===== config.mk =====
export PLATFORM = sky130hd
export DESIGN_NAME = act_buff_write_ctrl
export DESIGN_NICKNAME = d
export VERILOG_FILES = /design/src/rtl/act_buff_write_ctrl.sv
export SDC_FILE = /design/constraint.sdc
export NUM_CORES = 1
export LEC_CHECK = 0
export BUFFER_PORTS_ARGS = -buffer_cell sky130_fd_sc_hd__buf_2
export CAP_MARGIN = 20
export CORE_AREA = 2 2 318 194
export CTS_CLUSTER_SIZE = 25
export DETAILED_ROUTE_END_ITERATION = 10
export DIE_AREA = 0 0 320 196
export GPL_TIMING_DRIVEN = 0
export PLACE_DENSITY = 0.47
export SLEW_MARGIN = 20
export SYNTH_ARGS = -nofsm -noshare
export SYNTH_HDL_FRONTEND = slang
export SYNTH_SLANG_ARGS = --single-unit

===== constraint.sdc =====
create_clock -name clk -period 2.14 [get_ports clk]
set_input_delay 0.321 -clock clk [delete_from_list [all_inputs] [get_ports clk]]
set_output_delay 0.321 -clock clk [all_outputs]
set_load 0.01 [all_outputs]

===== src/rtl/act_buff_write_ctrl.sv =====
// Activation-buffer write controller: scatters an upstream stream of compressed
// activation words across nb_pe_row row SRAMs, row-major, starting at base_addr.
module act_buff_write_ctrl #(
   parameter int nb_pe_row            = 16,
   parameter int compressed_act_width = 17,
   parameter int mem_depth            = 768,
   parameter int addr_width           = $clog2(mem_depth)
) (
   input  logic                                                clk,
   input  logic                                                rst,
   input  logic                                                start,
   input  logic [addr_width-1:0]                               base_addr,
   input  logic [addr_width:0]                                 words_per_row,
   input  logic                                                act_valid,
   input  logic [compressed_act_width-1:0]                     act_data,
   output logic                                                act_ready,
   output logic [nb_pe_row-1:0]                                wEn_AH,
   output logic [nb_pe_row-1:0][addr_width-1:0]                wAddr,
   output logic [nb_pe_row-1:0][compressed_act_width-1:0]      mem_data_in_all_rows,
   output logic                                                busy,
   output logic                                                done
);

   localparam int                    row_w       = (nb_pe_row > 1) ? $clog2(nb_pe_row) : 1;
   localparam logic [row_w-1:0]      row_last_c  = row_w'(nb_pe_row - 1);
   localparam logic [addr_width:0]   depth_c     = (addr_width + 1)'(mem_depth);
   localparam logic [addr_width-1:0] addr_last_c = addr_width'(mem_depth - 1);

   typedef enum logic [1:0] {
      IDLE = 2'd0,
      LOAD = 2'd1,
      DONE = 2'd2
   } state_t;

   state_t                  state_r;
   state_t                  state_s;
   logic [addr_width:0]     len_r;
   logic [addr_width:0]     word_cnt_r;
   logic [row_w-1:0]        row_cnt_r;
   logic [addr_width-1:0]   addr_r;
   logic [addr_width:0]     len_s;
   logic [addr_width-1:0]   base_mod_s;
   logic                    accept_s;
   logic                    last_beat_s;

   // Job decode, beat acceptance and next-state logic
   always_comb begin
      len_s       = words_per_row;
      base_mod_s  = base_addr;
      accept_s    = act_valid && (state_r == LOAD);
      last_beat_s = 1'b0;
      state_s     = state_r;

      if (words_per_row > depth_c) begin
         len_s = depth_c;
      end else begin
         len_s = words_per_row;
      end

      // mem_depth exceeds half the address space, so one subtraction reduces any base
      if ({1'b0, base_addr} >= depth_c) begin
         base_mod_s = addr_width'({1'b0, base_addr} - depth_c);
      end else begin
         base_mod_s = base_addr;
      end

      if (accept_s && (row_cnt_r == row_last_c) &&
          (word_cnt_r == (len_r - (addr_width + 1)'(1)))) begin
         last_beat_s = 1'b1;
      end else begin
         last_beat_s = 1'b0;
      end

      case (state_r)
         IDLE: begin
            if (start) begin
               if (len_s == (addr_width + 1)'(0)) begin
                  state_s = DONE;
               end else begin
                  state_s = LOAD;
               end
            end else begin
               state_s = IDLE;
            end
         end
         LOAD: begin
            if (last_beat_s) begin
               state_s = DONE;
            end else begin
               state_s = LOAD;
            end
         end
         DONE:    state_s = IDLE;
         default: state_s = IDLE;
      endcase
   end

   // State, job registers, row/word counters and status flags
   always_ff @(posedge clk) begin
      if (rst) begin
         state_r    <= IDLE;
         len_r      <= {(addr_width + 1){1'b0}};
         word_cnt_r <= {(addr_width + 1){1'b0}};
         row_cnt_r  <= {row_w{1'b0}};
         addr_r     <= {addr_width{1'b0}};
         act_ready  <= 1'b0;
         busy       <= 1'b0;
         done       <= 1'b0;
      end else begin
         state_r   <= state_s;
         act_ready <= (state_s == LOAD);
         busy      <= (state_s == LOAD);
         done      <= (state_s == DONE);
         if ((state_r == IDLE) && start) begin
            len_r      <= len_s;
            addr_r     <= base_mod_s;
            row_cnt_r  <= {row_w{1'b0}};
            word_cnt_r <= {(addr_width + 1){1'b0}};
         end else if (accept_s) begin
            if (row_cnt_r == row_last_c) begin
               row_cnt_r  <= {row_w{1'b0}};
               word_cnt_r <= word_cnt_r + (addr_width + 1)'(1);
               addr_r     <= (addr_r == addr_last_c) ? {addr_width{1'b0}}
                                                     : addr_r + addr_width'(1);
            end else begin
               row_cnt_r <= row_cnt_r + row_w'(1);
            end
         end
      end
   end

   // Registered write port; rows not written this cycle keep address and data
   always_ff @(posedge clk) begin
      if (rst) begin
         wEn_AH               <= {nb_pe_row{1'b0}};
         wAddr                <= {(nb_pe_row * addr_width){1'b0}};
         mem_data_in_all_rows <= {(nb_pe_row * compressed_act_width){1'b0}};
      end else begin
         wEn_AH <= {nb_pe_row{1'b0}};
         if (accept_s) begin
            wEn_AH[row_cnt_r]               <= 1'b1;
            wAddr[row_cnt_r]                <= addr_r;
            mem_data_in_all_rows[row_cnt_r] <= act_data;
         end
      end
   end

endmodule


==> results by group <==
STA
  • Final setup fails: 0
  • Max-slew headroom at the worst pin: between 30% and 40%
  • Total negative slack: 0 ns
  • Worst-margin pin slew: 1.03 ns
  • Worst clock skew: 0.0230 ns
  • Max-slew violations: 0
  • Final worst path period share: 95.6%
  • Fmax: 489 MHz
  • Final hold violations: 0
  • Final worst path period need: 2.05 ns

Clock tree
  • Root buffer cell: clkbuf_16
  • Clock tree sinks: ~490
  • CTS buffer count: 50
  • CTS tree: built
  • Worst skew pair latency: between 0.6 and 0.7 ns
  • H-tree levels: 2
  • Bufs on Longest Clock Path: 3
  • Worst-path clk slew: 0.07 ns

Critical path
  • Critical path type: reg2reg
  • CP Cell Sequence: clkbuf_4 -> and4b_2 -> buf_4 -> and3_1 -> buf_2 -> clkbuf_2 -> nand2_1 -> a21oi_1
  • Reg2reg path depth: 8
  • Buffers and inverters on the worst path: 4
  • Worst r2r dst: wAddr[125]
  • Launch point of the worst reg-to-reg path: row_cnt_r[2]
  • Critical Path Stages: 8
  • CP max FO: 10
  • CP max stage cell: dfxtp_1
  • Critical Path AT: 2.58 ns
  • Critical path startpoint category: flip-flop
  • Max incr delay on CP: about 0.32 ns
  • R2R setup slack: 0.09 ns
  • Crit end category: flip-flop
  • Top delay family on crit path: buffers and inverters
  • CP Data Required Time: 2.67 ns

Placement
  • Gp weighted congestion: between 0.8 and 0.9
  • Placed Cells: 3524
  • IO Port Bufs: 474
  • Placed cell area: roughly 21000 µm²
  • DP HPWL: 57.3 mm

Min path
  • Worst hold path type: in2reg
  • Hold worst-path end: len_r[9]
  • HP Start: words_per_row[9]
  • Hold path depth: 3

Floorplanning
  • DIE AREA: approximately 63000 µm²
  • Starting Density: 29.6%
  • IO Pins: around 500
  • Die height: 196 µm
  • Core region area: 60100 µm²
  • Row count: 70
  • Die Span X: ~320 µm

Power
  • Power per cell area: ~830 nW/µm²
  • Final Total Pwr: 19400 µW
  • Internal: 14600 µW
  • Sw frac: 24.4%
  • Clock network power share: 47.6%
  • Sequential share of power: between 40% and 50%
  • VDD IR max: ~440 µV
  • Combinational fraction of design power: under 10%
  • Leak: roughly 0.0096 µW
  • Net Switching: 4720 µW

Synthesis
  • YS warnings: 0
  • Post-Syn Nets: about 2300
  • Cells after synthesis: 2258
  • EDFF count, synth: 0
  • Synthesized area per cell: 7.88 µm²
  • Sequential share of the synthesized area: a little over half
  • Number of synthesized register bits: a little under 500
  • Mapped Area: between 15000 and 20000 µm²
  • FFs w/ async S/R, synth: 0%
  • Library cells used by synthesis: 57
  • Synth Flop Type: dfxtp_1

Final layout
  • Final instance area: 23400 µm²
  • Non-Filler Instances: 3643
  • Layout cells sized above 1: 25.3%
  • Nets@finish: 2860
  • Syn-to-layout area delta: 31.3%
  • Fillers: 6249
  • Ant diodes: 0

Detailed routing
  • Final ANT Viol Nets: 0
  • Wirelength, routed: 78.1 mm
  • DRT iter0 DRCs: 1352
  • Pre-Repair DR Iteration Count: 6
  • Routed vias/inst: slightly below 5
  • Vias: approximately 18000
  • Residual DRC count: 0
  • WL/cell: 21.4 µm

Run
  • Max Cap Viol: 0

Global routing
  • Largest net degree at the start of global routing: 15
  • Global-route wire length before repair: 112 mm
  • Initial antenna violation count: 1
  • Vias in the first global route: 16800
  • Gr ovfl total: 0
  • Total GRT Usage: 24.1%

Status
  • Status: finished, final reports clean
==> routing by layer <==
metal / share of wire, % / global-route usage [%] / up-vias
met2: 45 / 38.1 / 647
met5: 0 / 0 / -
li1: - / - / 8427
met1: 45 / 32.5 / 8444
met3: 8.0 / 5.99 / 107
met4: 2.4 / 6.94 / 0
==> sequential cells by signal, indices dropped and copies added, names as in the netlist <==
name,count
row_cnt_r,4
done,1
len_r,11
wAddr,160
busy,1
addr_r,10
mem_data_in_all_rows,272
state_r,2
wEn_AH,16
word_cnt_r,11
==> kinds of logic (layout without fill, tap and decap cells) <==
kind of cell	count (synthesis)	after routing	synth area share, %
AOI/OAI and AO/OA	499	499	14.7
adders and majority gates	7	7	0.492
buffers and inverters	213	806	5.48
and+or+nand+nor	1028	1028	23.3
muxes	1	1	0.0562
DFF	488	488	54.9
xor gates and xnor gates	22	22	1.08
==> worst register-to-register path, delay by kind of cell (launching register included) <==
| family | cells | cell delay, ns |
|---|---|---|
| AOI/OAI and AO/OA | 1 | 0.18 |
| buffers and inverters | 4 | 0.89 |
| DFF | 1 | 0.32 |
| and+or+nand+nor | 3 | 0.59 |
==> cells in the final DEF, fill, tap and decap left out, drive strengths merged, types with 12 or more instances in the layout <==
cell type | synthesis | routed
nand2 | 903 | 903
buf | 70 | 561
dfxtp | 488 | 488
a21oi | 449 | 449
clkbuf | 132 | 193
nor2 | 38 | 38
and2 | 17 | 17
dlygate4sd3 | 0 | 16
o21ai | 16 | 16
inv | 11 | 14
nand3 | 14 | 14
xor2 | 12 | 12
clkinv | 0 | 12
==> power by group through the flow <==
stage,Clock [µW],Sequential [µW],Combinational [µW]
2_1_floorplan,0,9370,448
3_3_place_gp,0,9360,902
3_5_place_dp,0,9370,911
4_1_cts,9420,9160,945
5_1_grt,9770,9160,1040
6_report,9220,9160,969
==> cell usage after synthesis (all sizes together) (3+ instances only) <==
cell type | instances | share of area (%)
a2bb2oi | 3 | 0.15
nand2 | 903 | 19
inv | 11 | 0.23
dfxtp | 488 | 55
and4 | 3 | 0.15
buf | 70 | 2.5
nor4 | 6 | 0.37
a22o | 5 | 0.25
ha | 7 | 0.49
a31oi | 7 | 0.25
clkbuf | 132 | 2.8
a41o | 3 | 0.17
nand3 | 14 | 0.39
xor2 | 12 | 0.59
a21o | 3 | 0.13
a311oi | 4 | 0.23
and3 | 6 | 0.21
and2 | 17 | 0.60
nand4 | 7 | 0.25
nor3b | 3 | 0.15
nor2 | 38 | 0.80
o21ai | 16 | 0.45
xnor2 | 10 | 0.49
a21oi | 449 | 13
nor3 | 10 | 0.31
or3 | 8 | 0.28
==> through the flow <==
stage,util (%),hold WS (ns),setup WS (ns)
final,38.9,0.0478,0.0942
after global routing,38.9,0.0327,-0.0304
after CTS,38.5,0.000777,-0.00926
after detailed placement,35.2,0.444,-0.502
after global placement,35.2,0.440,-0.494
after floorplan,-,0.430,0.297
==> worst max-delay path by stage <==
| stage | endpoint | from |
|---|---|---|
| global route | mem_data_in_all_rows[247] | row_cnt_r[2] |
| global placement | wEn_AH[8] | rst |
| detailed placement | wEn_AH[10] | rst |
| finish | wAddr[125] | row_cnt_r[2] |
| floorplan | done | row_cnt_r[1] |
| CTS | wAddr[8] | state_r[1] |
==> layout make-up <==
cell class / instances / area [µm²] / share of cell area, %
buffer: 198 / 1010 / 4.33
clock buffer: 67 / 1420 / 6.06
clock inverter: 25 / 277 / 1.18
inverter: 11 / 41.3 / 0.177
multi-input combinational: 1557 / 7210 / 30.8
sequential: 488 / 9780 / 41.9
tap: 792 / 991 / 4.24
timing repair buffer: 505 / 2640 / 11.3
==> what timing repair did <==
item | CTS | global route
endpoints found under the hold margin | 16 | 0
hold buffers | 16 | 0
endpoints found under the setup margin | 321 | 312
setup buffers | 0 | 14
gates cloned | 0 | 1
resized for setup | 42 | 76
pin swaps | 2 | 9
No activity file was read; power rests on OpenSTA's default activity.
